`config.mk`:
```
export PLATFORM = sky130hd
export DESIGN_NAME = mem_port_arbiter
export DESIGN_NICKNAME = d
export VERILOG_FILES = /design/src/rtl/mem_port_arbiter.sv
export SDC_FILE = /design/constraint.sdc
export NUM_CORES = 1
export LEC_CHECK = 0
export ABC_AREA = 1
export BUFFER_PORTS_ARGS = -buffer_cell sky130_fd_sc_hd__buf_4
export CAP_MARGIN = 20
export CELL_PAD_IN_SITES_DETAIL_PLACEMENT = 1
export CELL_PAD_IN_SITES_GLOBAL_PLACEMENT = 1
export CORE_MARGIN = 2
export CORE_UTILIZATION = 32
export DETAILED_ROUTE_END_ITERATION = 12
export PLACE_DENSITY_LB_ADDON = 0.1
export RECOVER_POWER = 100
export SYNTH_ARGS = -nofsm -noshare
export SYNTH_HDL_FRONTEND = slang
export SYNTH_SLANG_ARGS = --single-unit
```
`constraint.sdc`:
```
create_clock -name Clk -period 1.8 [get_ports Clk]
set_input_delay 0.27 -clock Clk [delete_from_list [all_inputs] [get_ports Clk]]
set_output_delay 0.27 -clock Clk [all_outputs]
set_load 0.05 [all_outputs]
```
`src/rtl/mem_port_arbiter.sv`:
```
// mem_port_arbiter
// Shares one single-ported, fixed-latency memory between instruction fetch
// (read-only) and the load/store data port. Each transaction is one MemEn
// cycle followed by MEM_LAT wait cycles; read data is returned with a
// one-cycle acknowledge. Data has priority, bounded by a starvation counter
// that eventually forces a waiting fetch through.
module mem_port_arbiter #(
    parameter int AW           = 32,
    parameter int MEM_LAT      = 1,
    parameter int STARVE_LIMIT = 4
) (
    input  logic          Clk,
    input  logic          Rst_n,
    input  logic          IReq,
    input  logic [AW-1:0] IAddr,
    output logic [31:0]   IRData,
    output logic          IAck,
    input  logic          DReq,
    input  logic          DWe,
    input  logic [AW-1:0] DAddr,
    input  logic [31:0]   DWData,
    output logic [31:0]   DRData,
    output logic          DAck,
    output logic          MemEn,
    output logic          MemWe,
    output logic [AW-1:0] MemAddr,
    output logic [31:0]   MemWData,
    input  logic [31:0]   MemRData,
    output logic          StallI,
    output logic          StallDm,
    output logic          Busy,
    output logic          Owner
);

    // The starve counter needs at least one bit even when forcing is disabled.
    localparam int SW = (STARVE_LIMIT > 0) ? $clog2(STARVE_LIMIT + 1) : 1;
    localparam logic [SW-1:0] STARVE_MAX = SW'(STARVE_LIMIT);
    localparam logic [3:0]    LAT_LOAD   = 4'(MEM_LAT);

    typedef enum logic [1:0] {
        S_IDLE  = 2'd0,
        S_ISSUE = 2'd1,
        S_WAIT  = 2'd2
    } state_t;

    state_t          r_state;
    state_t          w_state_nxt;

    logic            r_iack;
    logic            r_dack;
    logic [31:0]     r_irdata;
    logic [31:0]     r_drdata;
    logic            r_mem_en;
    logic            r_mem_we;
    logic [AW-1:0]   r_mem_addr;
    logic [31:0]     r_mem_wdata;
    logic            r_owner;
    logic            r_is_store;
    logic [SW-1:0]   r_starve;
    logic [3:0]      r_lat;

    logic            w_i_elig;
    logic            w_d_elig;
    logic            w_force_i;
    logic            w_grant_i;
    logic            w_grant_d;
    logic            w_done;

    // State register.
    always_ff @(posedge Clk) begin
        if (!Rst_n) begin
            r_state <= S_IDLE;
        end else begin
            r_state <= w_state_nxt;
        end
    end

    // Next state and grant decision; a port whose Ack is high this cycle is
    // still holding the request just served, so it cannot be granted again.
    always_comb begin
        w_state_nxt = r_state;
        w_grant_i   = 1'b0;
        w_grant_d   = 1'b0;
        w_done      = 1'b0;
        w_i_elig    = IReq & ~r_iack;
        w_d_elig    = DReq & ~r_dack;
        w_force_i   = (STARVE_LIMIT != 0) && (r_starve == STARVE_MAX);
        case (r_state)
            S_IDLE: begin
                w_grant_i = w_i_elig & (~w_d_elig | w_force_i);
                w_grant_d = w_d_elig & ~w_grant_i;
                if (w_grant_i || w_grant_d) begin
                    w_state_nxt = S_ISSUE;
                end
            end
            S_ISSUE: begin
                w_state_nxt = S_WAIT;
            end
            S_WAIT: begin
                if (r_lat == 4'd1) begin
                    w_done      = 1'b1;
                    w_state_nxt = S_IDLE;
                end
            end
            default: begin
                w_state_nxt = S_IDLE;
            end
        endcase
    end

    // Control: memory strobes, acknowledges, owner, starvation and latency counters.
    always_ff @(posedge Clk) begin
        if (!Rst_n) begin
            r_mem_en <= 1'b0;
            r_mem_we <= 1'b0;
            r_iack   <= 1'b0;
            r_dack   <= 1'b0;
            r_owner  <= 1'b0;
            r_starve <= '0;
            r_lat    <= 4'd0;
        end else begin
            r_mem_en <= 1'b0;
            r_mem_we <= 1'b0;
            r_iack   <= 1'b0;
            r_dack   <= 1'b0;
            if (w_grant_i || w_grant_d) begin
                r_owner  <= w_grant_d;
                r_mem_en <= 1'b1;
                r_mem_we <= w_grant_d & DWe;
            end
            if (w_grant_i) begin
                r_starve <= '0;
            end else if (w_grant_d && IReq && (r_starve != STARVE_MAX)) begin
                r_starve <= r_starve + 1'b1;
            end
            if (r_state == S_ISSUE) begin
                r_lat <= LAT_LOAD;
            end else if (r_state == S_WAIT) begin
                r_lat <= r_lat - 4'd1;
            end
            if (w_done) begin
                r_iack <= ~r_owner;
                r_dack <= r_owner;
            end
        end
    end

    // Datapath: latch the granted request and capture read data on completion.
    always_ff @(posedge Clk) begin
        if (!Rst_n) begin
            r_mem_addr  <= '0;
            r_mem_wdata <= 32'd0;
            r_is_store  <= 1'b0;
            r_irdata    <= 32'd0;
            r_drdata    <= 32'd0;
        end else begin
            if (w_grant_i) begin
                r_mem_addr <= IAddr;
                r_is_store <= 1'b0;
            end else if (w_grant_d) begin
                r_mem_addr  <= DAddr;
                r_mem_wdata <= DWData;
                r_is_store  <= DWe;
            end
            if (w_done) begin
                if (!r_owner) begin
                    r_irdata <= MemRData;
                end else if (!r_is_store) begin
                    r_drdata <= MemRData;
                end
            end
        end
    end

    assign IRData   = r_irdata;
    assign IAck     = r_iack;
    assign DRData   = r_drdata;
    assign DAck     = r_dack;
    assign MemEn    = r_mem_en;
    assign MemWe    = r_mem_we;
    assign MemAddr  = r_mem_addr;
    assign MemWData = r_mem_wdata;
    assign StallI   = IReq & ~r_iack;
    assign StallDm  = DReq & ~r_dack;
    assign Busy     = (r_state != S_IDLE);
    assign Owner    = r_owner;

    // Requesters must hold their address while a request is outstanding.
    a_iaddr_stable: assert property (@(posedge Clk) disable iff (!Rst_n)
        (IReq && !IAck && $past(IReq && !IAck)) |-> $stable(IAddr));
    a_daddr_stable: assert property (@(posedge Clk) disable iff (!Rst_n)
        (DReq && !DAck && $past(DReq && !DAck)) |-> $stable(DAddr));

endmodule

```
# ---- Word level (Yosys, flattened, before mapping)
# Index checks and enable logic that the tools add are counted.
dict set report word_totals {
  word_cells 65
  output_inout_bits 136
  register_bits 143
  in_bits 133
}
dict set report op_classes {
  n_reduce_logical 16
  muxes 12
  bitwise_logic 14
  add_sub_neg 2
  n_eq_ne 7
}
# operator n
set ops {}
lappend ops {{32-bit 2-to-1 mux} 2}
lappend ops {{2-bit AND reduction} 5}
lappend ops {{1-bit NOT} 8}
lappend ops {{1-bit 2-to-1 mux} 7}
lappend ops {{2-bit case mux with 3 select lines} 1}
lappend ops {{2-bit nonzero test} 3}
lappend ops {{1-bit bitwise AND} 5}
lappend ops {{4-bit by 1-bit == test with 1-bit output, second input constant} 1}
lappend ops {{2-bit 2-to-1 mux} 2}
lappend ops {{2-bit inequality test, second input constant} 2}
lappend ops {{2-bit OR reduction} 2}
lappend ops {{4-bit by 1-bit subtractor with 4-bit output, second input constant} 1}
lappend ops {{3-bit by 1-bit adder with 3-bit output, second input constant} 1}
lappend ops {{3-bit == test, second input constant} 1}
lappend ops {{3-bit inequality test, second input constant} 1}
lappend ops {{3-bit AND reduction} 1}
lappend ops {{2-bit by 1-bit == test with 1-bit output, second input constant} 1}
lappend ops {{2-bit == test, second input constant} 1}
lappend ops {{1-bit logical AND} 2}
lappend ops {{2-bit logical NOT} 1}
lappend ops {{1-bit logical OR} 2}
lappend ops {{1-bit OR} 1}

# ---- Logic depth before layout (Yosys ltp)
# Gate-level depths: netlist (run 1).
dict set report depth {
  depth_word 10
  ltp_mapped 10
  ltp_nobuf 9
}

# ---- Worst setup path after synthesis (run 1)
# No wires, ideal clock.
dict set report synth_path {
  path_type {register to register}
  start {register r_dack, in the netlist DAck}
  end {register r_mem_addr[10], in the netlist MemAddr[10]}
  required_time_ps 1690
  arrival_ps 1625
  slack_ps 65
  setup_time_ps 110
  path_stages_with_launch 8
  synth_period_minus_slack_ps 1735
  n_path_buf 1
  path_cell_list {dfxtp_1 -> nor2_2 -> o21ai_2 -> buf_2 -> nand2_1 -> nand3_1 -> nand2_1 -> inv_1}
}
dict set report synth_via {
  elab_chain_len 9
  elab_cells_between_ends 11
  cone_classes {mux (3); bitwise (7); reduce/logical (1)}
}
# element line
set synth_rtl {}
lappend synth_rtl {{start: declaration} 50} ;# logic r_dack;
lappend synth_rtl {{start signal: assignment} 143} ;# r_dack <= r_owner;
lappend synth_rtl {{1-bit NOT *} n/a}
lappend synth_rtl {{1-bit bitwise AND *} n/a}
lappend synth_rtl {{named net StallDm} 30} ;# output logic StallDm,
lappend synth_rtl {{1-bit NOT} 90} ;# w_grant_i = w_i_elig & (~w_d_elig | w_force_i);
lappend synth_rtl {{1-bit OR} 90}
lappend synth_rtl {{1-bit bitwise AND} 90}
lappend synth_rtl {{1-bit NOT} 91} ;# w_grant_d = w_d_elig & ~w_grant_i;
lappend synth_rtl {{1-bit bitwise AND} 91}
lappend synth_rtl {{1-bit 2-to-1 mux} 88} ;# case (r_state)
lappend synth_rtl {{2-bit nonzero test (no source line)} n/a}
lappend synth_rtl {{end signal: assignment} 158} ;# r_mem_addr <= IAddr;
lappend synth_rtl {{end signal: assignment} 161} ;# r_mem_addr <= DAddr;
lappend synth_rtl {{end: declaration} 55} ;# logic [AW-1:0] r_mem_addr;
# The timed path passes the listed nets; every way through them passes the cells marked *.
# A chain may end at the register's enable or synchronous reset.

# ---- Worst setup path in the final report (run 1)
dict set report layout_path {
  start {register r_iack, in the netlist IAck}
  end {output port StallI}
}
dict set report layout_via {
  elab_chain_len 2
}
# element line
set layout_rtl {}
lappend layout_rtl {{start: declaration} 49} ;# logic r_iack;
lappend layout_rtl {{start signal: assignment} 142} ;# r_iack <= ~r_owner;
lappend layout_rtl {{1-bit NOT} 183} ;# assign StallI = IReq & ~r_iack;
lappend layout_rtl {{1-bit bitwise AND} 183}
lappend layout_rtl {{end: declaration} 29} ;# output logic StallI,
# Every way passes these cells.

==> out/results.txt, run 1 <==
Sum Neg Setup Slack -> 0 ns
Worst-path clk slew -> 0.06 ns
Area Growth Syn to Fin -> 42.04%
Crit Path Max Fanout -> 17
Synth warnings -> 0
area leader, netlist -> dfxtp_1
number of synthesized register bits -> 143
Post-Route Skew -> 0.01051 ns
Die W -> 137.1 um
CP max stage delay -> 0.34 ns
Max-cap violations -> 0
WHS Path Cells -> 3
relative slew slack -> 54.08%
Synth cell types -> 24
Total Wirelength -> 19520 um
r2r worst-path depth -> 8
share of cells above drive strength 1 -> 20.16%
post-route ant nets -> 0
largest net degree at the start of global routing -> 55
Worst Path Required -> 1.53 ns
Int Pwr -> 0.006952 W
vias -> 5961
row cnt -> 48
initial core utilization -> 32.80%
Final Hold Fails -> 0
H-tree levels -> 4
DRC -> 0
clock sinks -> 143
Worst setup SP type -> flop
worst min path class -> in -> reg
sw power -> 0.004927 W
synth top area cells -> dfxtp_1 (50%), nand2_1 (9.4%), nor2_1 (9.3%)
Post-synth top cells -> dfxtp_1 (143), nand2_1 (142), nor2_1 (141), o21ai_0 (70), nand3_1 (68)
Syn Nets -> 899
status -> finished clean
area of the mapped netlist -> 5673 um2
Die Y -> 137.1 um
unrepaired setup endpoints after global routing -> no
Synth Instances -> 759
count leader, synth -> dfxtp_1
final setup fails -> 0
Synth top area share -> 50.46%
critical path endpoint category -> primary output
clk_lat worst skew -> 0.41 ns
vias per inst -> 4.742
internal reg-to-reg setup slack -> 0.19 ns
CTS max path bufs -> 2
Worst-Margin Slew -> 0.6917 ns
Combinational Power Share -> 36.4%
Switching Share -> 41.48%
Post-CTS Hold Buffers -> 0
max-slew violation count -> 0
Period Utilization, post-route -> 94.13%
critical path class -> reg -> out
hpwl dp -> 14020 um
total track usage -> 20.68%
Flop pwr share -> 32.9%
CTS Buf Count -> 17
CP Cell Sequence -> nor2_4 > buf_6 > buf_4
DRT iter0 DRCs -> 249
FFs w/ async S/R, synth -> 0%
postcts setup bufs -> 0
Pwr Density -> 1474 nW/um2
Hold EP -> MemWData[15]
I/O Buffers -> 268
Ports -> 269
R2R Path Start -> r_state[0]
syn_area_per_cell -> 7.474 um2
global-route wire length before repair -> 30560 um
Final #Nets -> 1159
sequential share of the synthesized area -> 50.46%
minimum clock period -> 1.694 ns
end-of-flow core utilization -> 46.59%
maximum VDD drop -> 0.8426 mV
DR WL/cell -> 15.53 um
vias in the first global route -> 6071
Final Power -> 0.01188 W
CTS tree -> yes
RR Endpoint -> MemWData[20]
die area -> 18810 um2
fmax -> 0.5902 GHz
routability cong. -> 0.7857
n_diodes -> 0
leakage -> 3.519 nW
Clock Tree Root -> clkbuf_16
Slowest-stage cell, CP -> dfxtp_1
min-delay src -> DWData[15]
Initial DRT Pass Iterations -> 4
antenna violations before repair -> 0
top_reg_cell synth -> dfxtp_1
clock network fraction of total power -> 30.7%
number of synthesized flops with an enable pin -> 0
core area -> 17300 um2
Arr. time, crit path -> 1.42 ns
grt total ovfl -> 0
[critical path, delay by kind of cell (launching register included)]
family | cells | cell delay (ns)
buffers and inverters | 2 | 0.44
and+or+nand+nor | 1 | 0.23
DFF | 1 | 0.34
[cell usage in the layout, fill, tap and decap left out, drive strengths merged]
| cell | n |
|---|---|
| clkbuf | 156 |
| buf | 155 |
| nor2 | 146 |
| nand2 | 144 |
| dfxtp | 143 |
| o21ai | 71 |
| nand3 | 71 |
| inv | 53 |
| a21oi | 40 |
| nand4 | 33 |
| ha | 7 |
| clkinvlp | 5 |
| bufinv | 3 |
| clkinv | 3 |
| xor2 | 1 |
| o22ai | 1 |
[sequential cells by signal, summed over array words and instances (netlist names), 2 cells and up]
register  cells
IRData       32
r_starve      3
MemAddr      32
r_state       2
MemWData     32
DRData       32
r_lat         4
[power groups by stage]
| stage | Combinational, W | Sequential, W | Clock [W] |
|---|---|---|---|
| after floorplan | 0.00170 | 0.00543 | 0 |
| after global placement | 0.00469 | 0.00397 | 0 |
| after detailed placement | 0.00473 | 0.00399 | 0 |
| after CTS | 0.00475 | 0.00392 | 0.00374 |
| after global routing | 0.00469 | 0.00397 | 0.00387 |
| final | 0.00432 | 0.00391 | 0.00365 |
[kinds of logic (layout without fill, tap and decap cells)]
logic type                 Yosys count  in the layout  synth area share (%)
and+or+nand+nor                    394            394                 30.15
AOI/OAI and AO/OA                  112            112                 9.969
xor gates and xnor gates             1              1                0.1544
buffers and inverters              102            375                 7.719
adders and majority gates            7              7                 1.544
DFF                                143            143                 50.46
[stage by stage]
stage | setup WS, ns | instances | hold slack [ns] | cell area [um2]
6_report | 0.1057 | 1257 | 0.1084 | 8058
3_3_place_gp | 0.2008 | 1225 | 0.4531 | 7970
2_1_floorplan | 0.06481 | 759 | 0.4127 | 5673
4_1_cts | 0.05229 | 1257 | 0.09183 | 8584
3_5_place_dp | 0.1706 | 1225 | 0.4595 | 7970
5_1_grt | 0.005437 | 1257 | 0.09862 | 8058
[layer usage]
layer | share of wire [%] | wire length (um) | track usage [%]
met5 | 0 | 0 | 0
met2 | 47 | 9268 | 35.77
met4 | 0.98 | 191 | 4.868
met3 | 8.7 | 1698 | 7.630
met1 | 43 | 8356 | 24.27
[layout make-up]
class / count / area [um2]
inverters: 49 / 183.9
clock inverters: 15 / 185.2
repair buffers: 294 / 1755
multi-input cells: 514 / 2364
well taps: 225 / 281.5
fillers: 2278 / 9239
clock buffers: 17 / 425.4
flip-flops and latches: 143 / 2863
[worst max path at each step]
stage,cells after the start,end,from
finish,3,StallI,IAck
global route,9,DRData[6],r_lat[1]
CTS,3,StallI,IAck
detailed placement,8,MemWData[20],r_state[0]
global placement,6,DRData[0],r_state[0]
floorplan,7,MemAddr[10],DAck
[repair_timing]
item / 4_1_cts / 5_1_grt
gates resized for setup: 1 / 1
gates cloned: 0 / 0
endpoints found under the hold margin: 0 / 0
endpoints found under the setup margin: 1 / 3
Note: power is estimated with default switching activity, not from simulation.
==> run 2: changes to the inputs <==
CORE_UTILIZATION = 29   (was 32)
clock period = 1.5 ns   (was 1.8 ns; I/O delays follow)
==> out/results.txt, run 2 (same netlist as run 1, synthesis figures left out) <==
relative slew slack -> 75.44% (was 54.08%)
Arr. time, crit path -> 1.83 ns (was 1.42 ns)
share of cells above drive strength 1 -> 39.94% (was 20.16%)
DR WL/cell -> 16.76 um (was 15.53 um)
Hold EP -> MemWData[17] (was MemWData[15])
fill count -> 2332 (was 2278)
Switching Share -> 40.39% (was 41.48%)
Die W -> 143.9 um (was 137.1 um)
largest net degree at the start of global routing -> 42 (was 55)
row cnt -> 51 (was 48)
CP Cell Sequence -> inv_2 > ha_4 > nand2_4 > nor2_4 > buf_6 > nand3_4 > inv_8 > clkbuf_16 > nand2_2 > a21oi_1 (was nor2_4 > buf_6 > buf_4)
Worst setup SP type -> flop (unchanged)
critical path endpoint category -> flop (was primary output)
Combinational Power Share -> 44.0% (was 36.4%)
CTS Buf Count -> 17 (unchanged)
most frequent cells in the layout -> buf_4 (292), nor2_1 (140), dfxtp_1 (134) (was buf_4 (150), dfxtp_1 (143), nand2_1 (142), nor2_1 (142), clkbuf_1 (132))
sw power -> 0.006475 W (was 0.004927 W)
routability cong. -> 0.7638 (was 0.7857)
Post-CTS Hold Buffers -> 0 (unchanged)
WHS Path Cells -> 3 (unchanged)
Flop pwr share -> 29.5% (was 32.9%)
Pwr Density -> 1670 nW/um2 (was 1474 nW/um2)
Worst Path Required -> 1.84 ns (was 1.53 ns)
Die Y -> 143.9 um (was 137.1 um)
DRT iter0 DRCs -> 185 (was 249)
Total Wirelength -> 22450 um (was 19520 um)
fmax -> 0.6714 GHz
worst min path class -> in -> reg (unchanged)
Finished Layout Cells -> 1339 (was 1257)
H-tree levels -> 4 (unchanged)
global-route wire length before repair -> 30620 um (was 30560 um)
RR Endpoint -> IRData[31] (was MemWData[20])
initial core utilization -> 29.34% (was 32.80%)
Slowest-stage cell, CP -> dfxtp_2 (was dfxtp_1)
CTS max path bufs -> 2 (unchanged)
leakage -> 4.501 nW (was 3.519 nW)
Final Hold Fails -> 0 (unchanged)
Period Utilization, post-route -> 99.30%
Crit Path Max Fanout -> 6 (was 17)
clk_lat worst skew -> 0.42 ns (was 0.41 ns)
commonest non-fill, non-tap cell in the layout -> buf_4 (unchanged)
maximum VDD drop -> 0.9327 mV (was 0.8426 mV)
critical path class -> reg -> reg (was reg -> out)
internal reg-to-reg setup slack -> 0.01 ns (was 0.19 ns)
CTS tree -> yes (unchanged)
final setup fails -> 0 (unchanged)
min-delay src -> DWData[17] (was DWData[15])
die area -> 20700 um2 (was 18810 um2)
I/O Buffers -> 268 (unchanged)
Post-Route Skew -> 0.01054 ns (was 0.01051 ns)
max-slew violation count -> 0 (unchanged)
post-route ant nets -> 0 (unchanged)
status -> finished clean (unchanged)
Worst-Margin Slew -> 0.3669 ns (was 0.6917 ns)
CP max stage delay -> 0.32 ns (was 0.34 ns)
r2r worst-path depth -> 10 (was 8)
core area -> 19330 um2 (was 17300 um2)
Final #Nets -> 1201 (was 1159)
Int Pwr -> 0.009558 W (was 0.006952 W)
vias in the first global route -> 5928 (was 6071)
DRC -> 0 (unchanged)
Max-cap violations -> 0 (unchanged)
Ports -> 269 (unchanged)
Worst Hold Slack -> 0.03402 ns (was 0.1084 ns)
Area Growth Syn to Fin -> 69.21% (was 42.04%)
minimum clock period -> 1.489 ns
Clock Tree Root -> clkbuf_16 (unchanged)
Worst-path clk slew -> 0.07 ns (was 0.06 ns)
vias per inst -> 4.652 (was 4.742)
antenna violations before repair -> 0 (unchanged)
hpwl dp -> 14290 um (was 14020 um)
R2R Path Start -> r_lat[1] (was r_state[0])
clock network fraction of total power -> 26.5% (was 30.7%)
vias -> 6229 (was 5961)
grt total ovfl -> 0 (unchanged)
DP Cell Count -> 1274 (was 1225)
unrepaired setup endpoints after global routing -> yes (was no)
clock sinks -> 143 (unchanged)
Initial DRT Pass Iterations -> 4 (unchanged)
n_diodes -> 0 (unchanged)
total track usage -> 18.96% (was 20.68%)
-- run 2: cell types whose count changed in the layout (fill, tap and decap cells not counted), sizes merged --
cell / previous run / this run
bufbuf: 0 / 1
inv: 53 / 54
clkbuf: 156 / 32
bufinv: 3 / 1
clkinvlp: 5 / 3
buf: 155 / 323
-- run 2: worst max-delay path: cells and delay by family (launching register included) --
family                   cells  cell delay, ns
buffers and inverters        4            0.47
AND/OR/NAND/NOR              4            0.35
flip-flops                   1            0.32
adder cells (fa/ha/maj)      1            0.13
AO/OA/AOI/OAI                1            0.13
-- run 2: cell type report --
| type | count | area (um2) | share of cell area, % |
|---|---|---|---|
| Timing Repair Buffer | 336 | 3038 | 31.65 |
| Sequential cell | 143 | 2874 | 29.94 |
| Multi-Input combinational cell | 514 | 2556 | 26.63 |
| Clock buffer | 20 | 466.7 | 4.862 |
| Tap cell | 265 | 331.6 | 3.454 |
| Inverter | 49 | 211.5 | 2.203 |
| Clock inverter | 12 | 121.4 | 1.264 |
-- run 2: worst max-delay path by stage --
stage / startpoint / endpoint / slack (ns)
5_1_grt: r_lat[1] / IRData[31] / -0.07
3_3_place_gp: r_lat[1] / DRData[28] / 0.004
4_1_cts: r_lat[1] / DRData[27] / 0.0003
6_report: r_lat[1] / IRData[31] / 0.01
3_5_place_dp: r_lat[1] / DRData[27] / -0.05
2_1_floorplan: IAck / MemAddr[22] / 0.02
-- run 2: layer usage --
layer	share of wire, %	vias up	track usage (%)
met5	0	-	0
met4	1.8	0	6.553
met3	8.0	28	6.598
met2	50	183	32.26
met1	40	2944	22.17
li1	-	3074	-
-- run 2: through the flow --
| step | total power, W | util [%] | instance area (um2) | TNS [ns] | setup WS, ns |
|---|---|---|---|---|---|
| after floorplan | 0.008573 | - | 5683 | 0 | 0.01701 |
| after global placement | 0.01085 | 42.46 | 8210 | 0 | 0.003662 |
| after detailed placement | 0.01090 | 42.46 | 8210 | -0.3343 | -0.04528 |
| after CTS | 0.01538 | 46.13 | 8920 | 0 | 0.0003435 |
| after global routing | 0.01683 | 49.65 | 9599 | -1.018 | -0.06918 |
| final | 0.01603 | 49.65 | 9599 | 0 | 0.01052 |
-- run 2: power by group through the flow --
stage	registers (W)	clock network [W]	logic [W]
CTS	0.00472	0.00435	0.00631
floorplan	0.00652	0	0.00205
global route	0.00480	0.00451	0.00752
finish	0.00473	0.00425	0.00705
global placement	0.00476	0	0.00608
detailed placement	0.00479	0	0.00612
-- run 2: what timing repair did --
action	4_1_cts	5_1_grt
resized for setup	15	114
cloned	1	16
buffers inserted	6	12
pin swaps	2	16
endpoints found under the setup margin	51	130
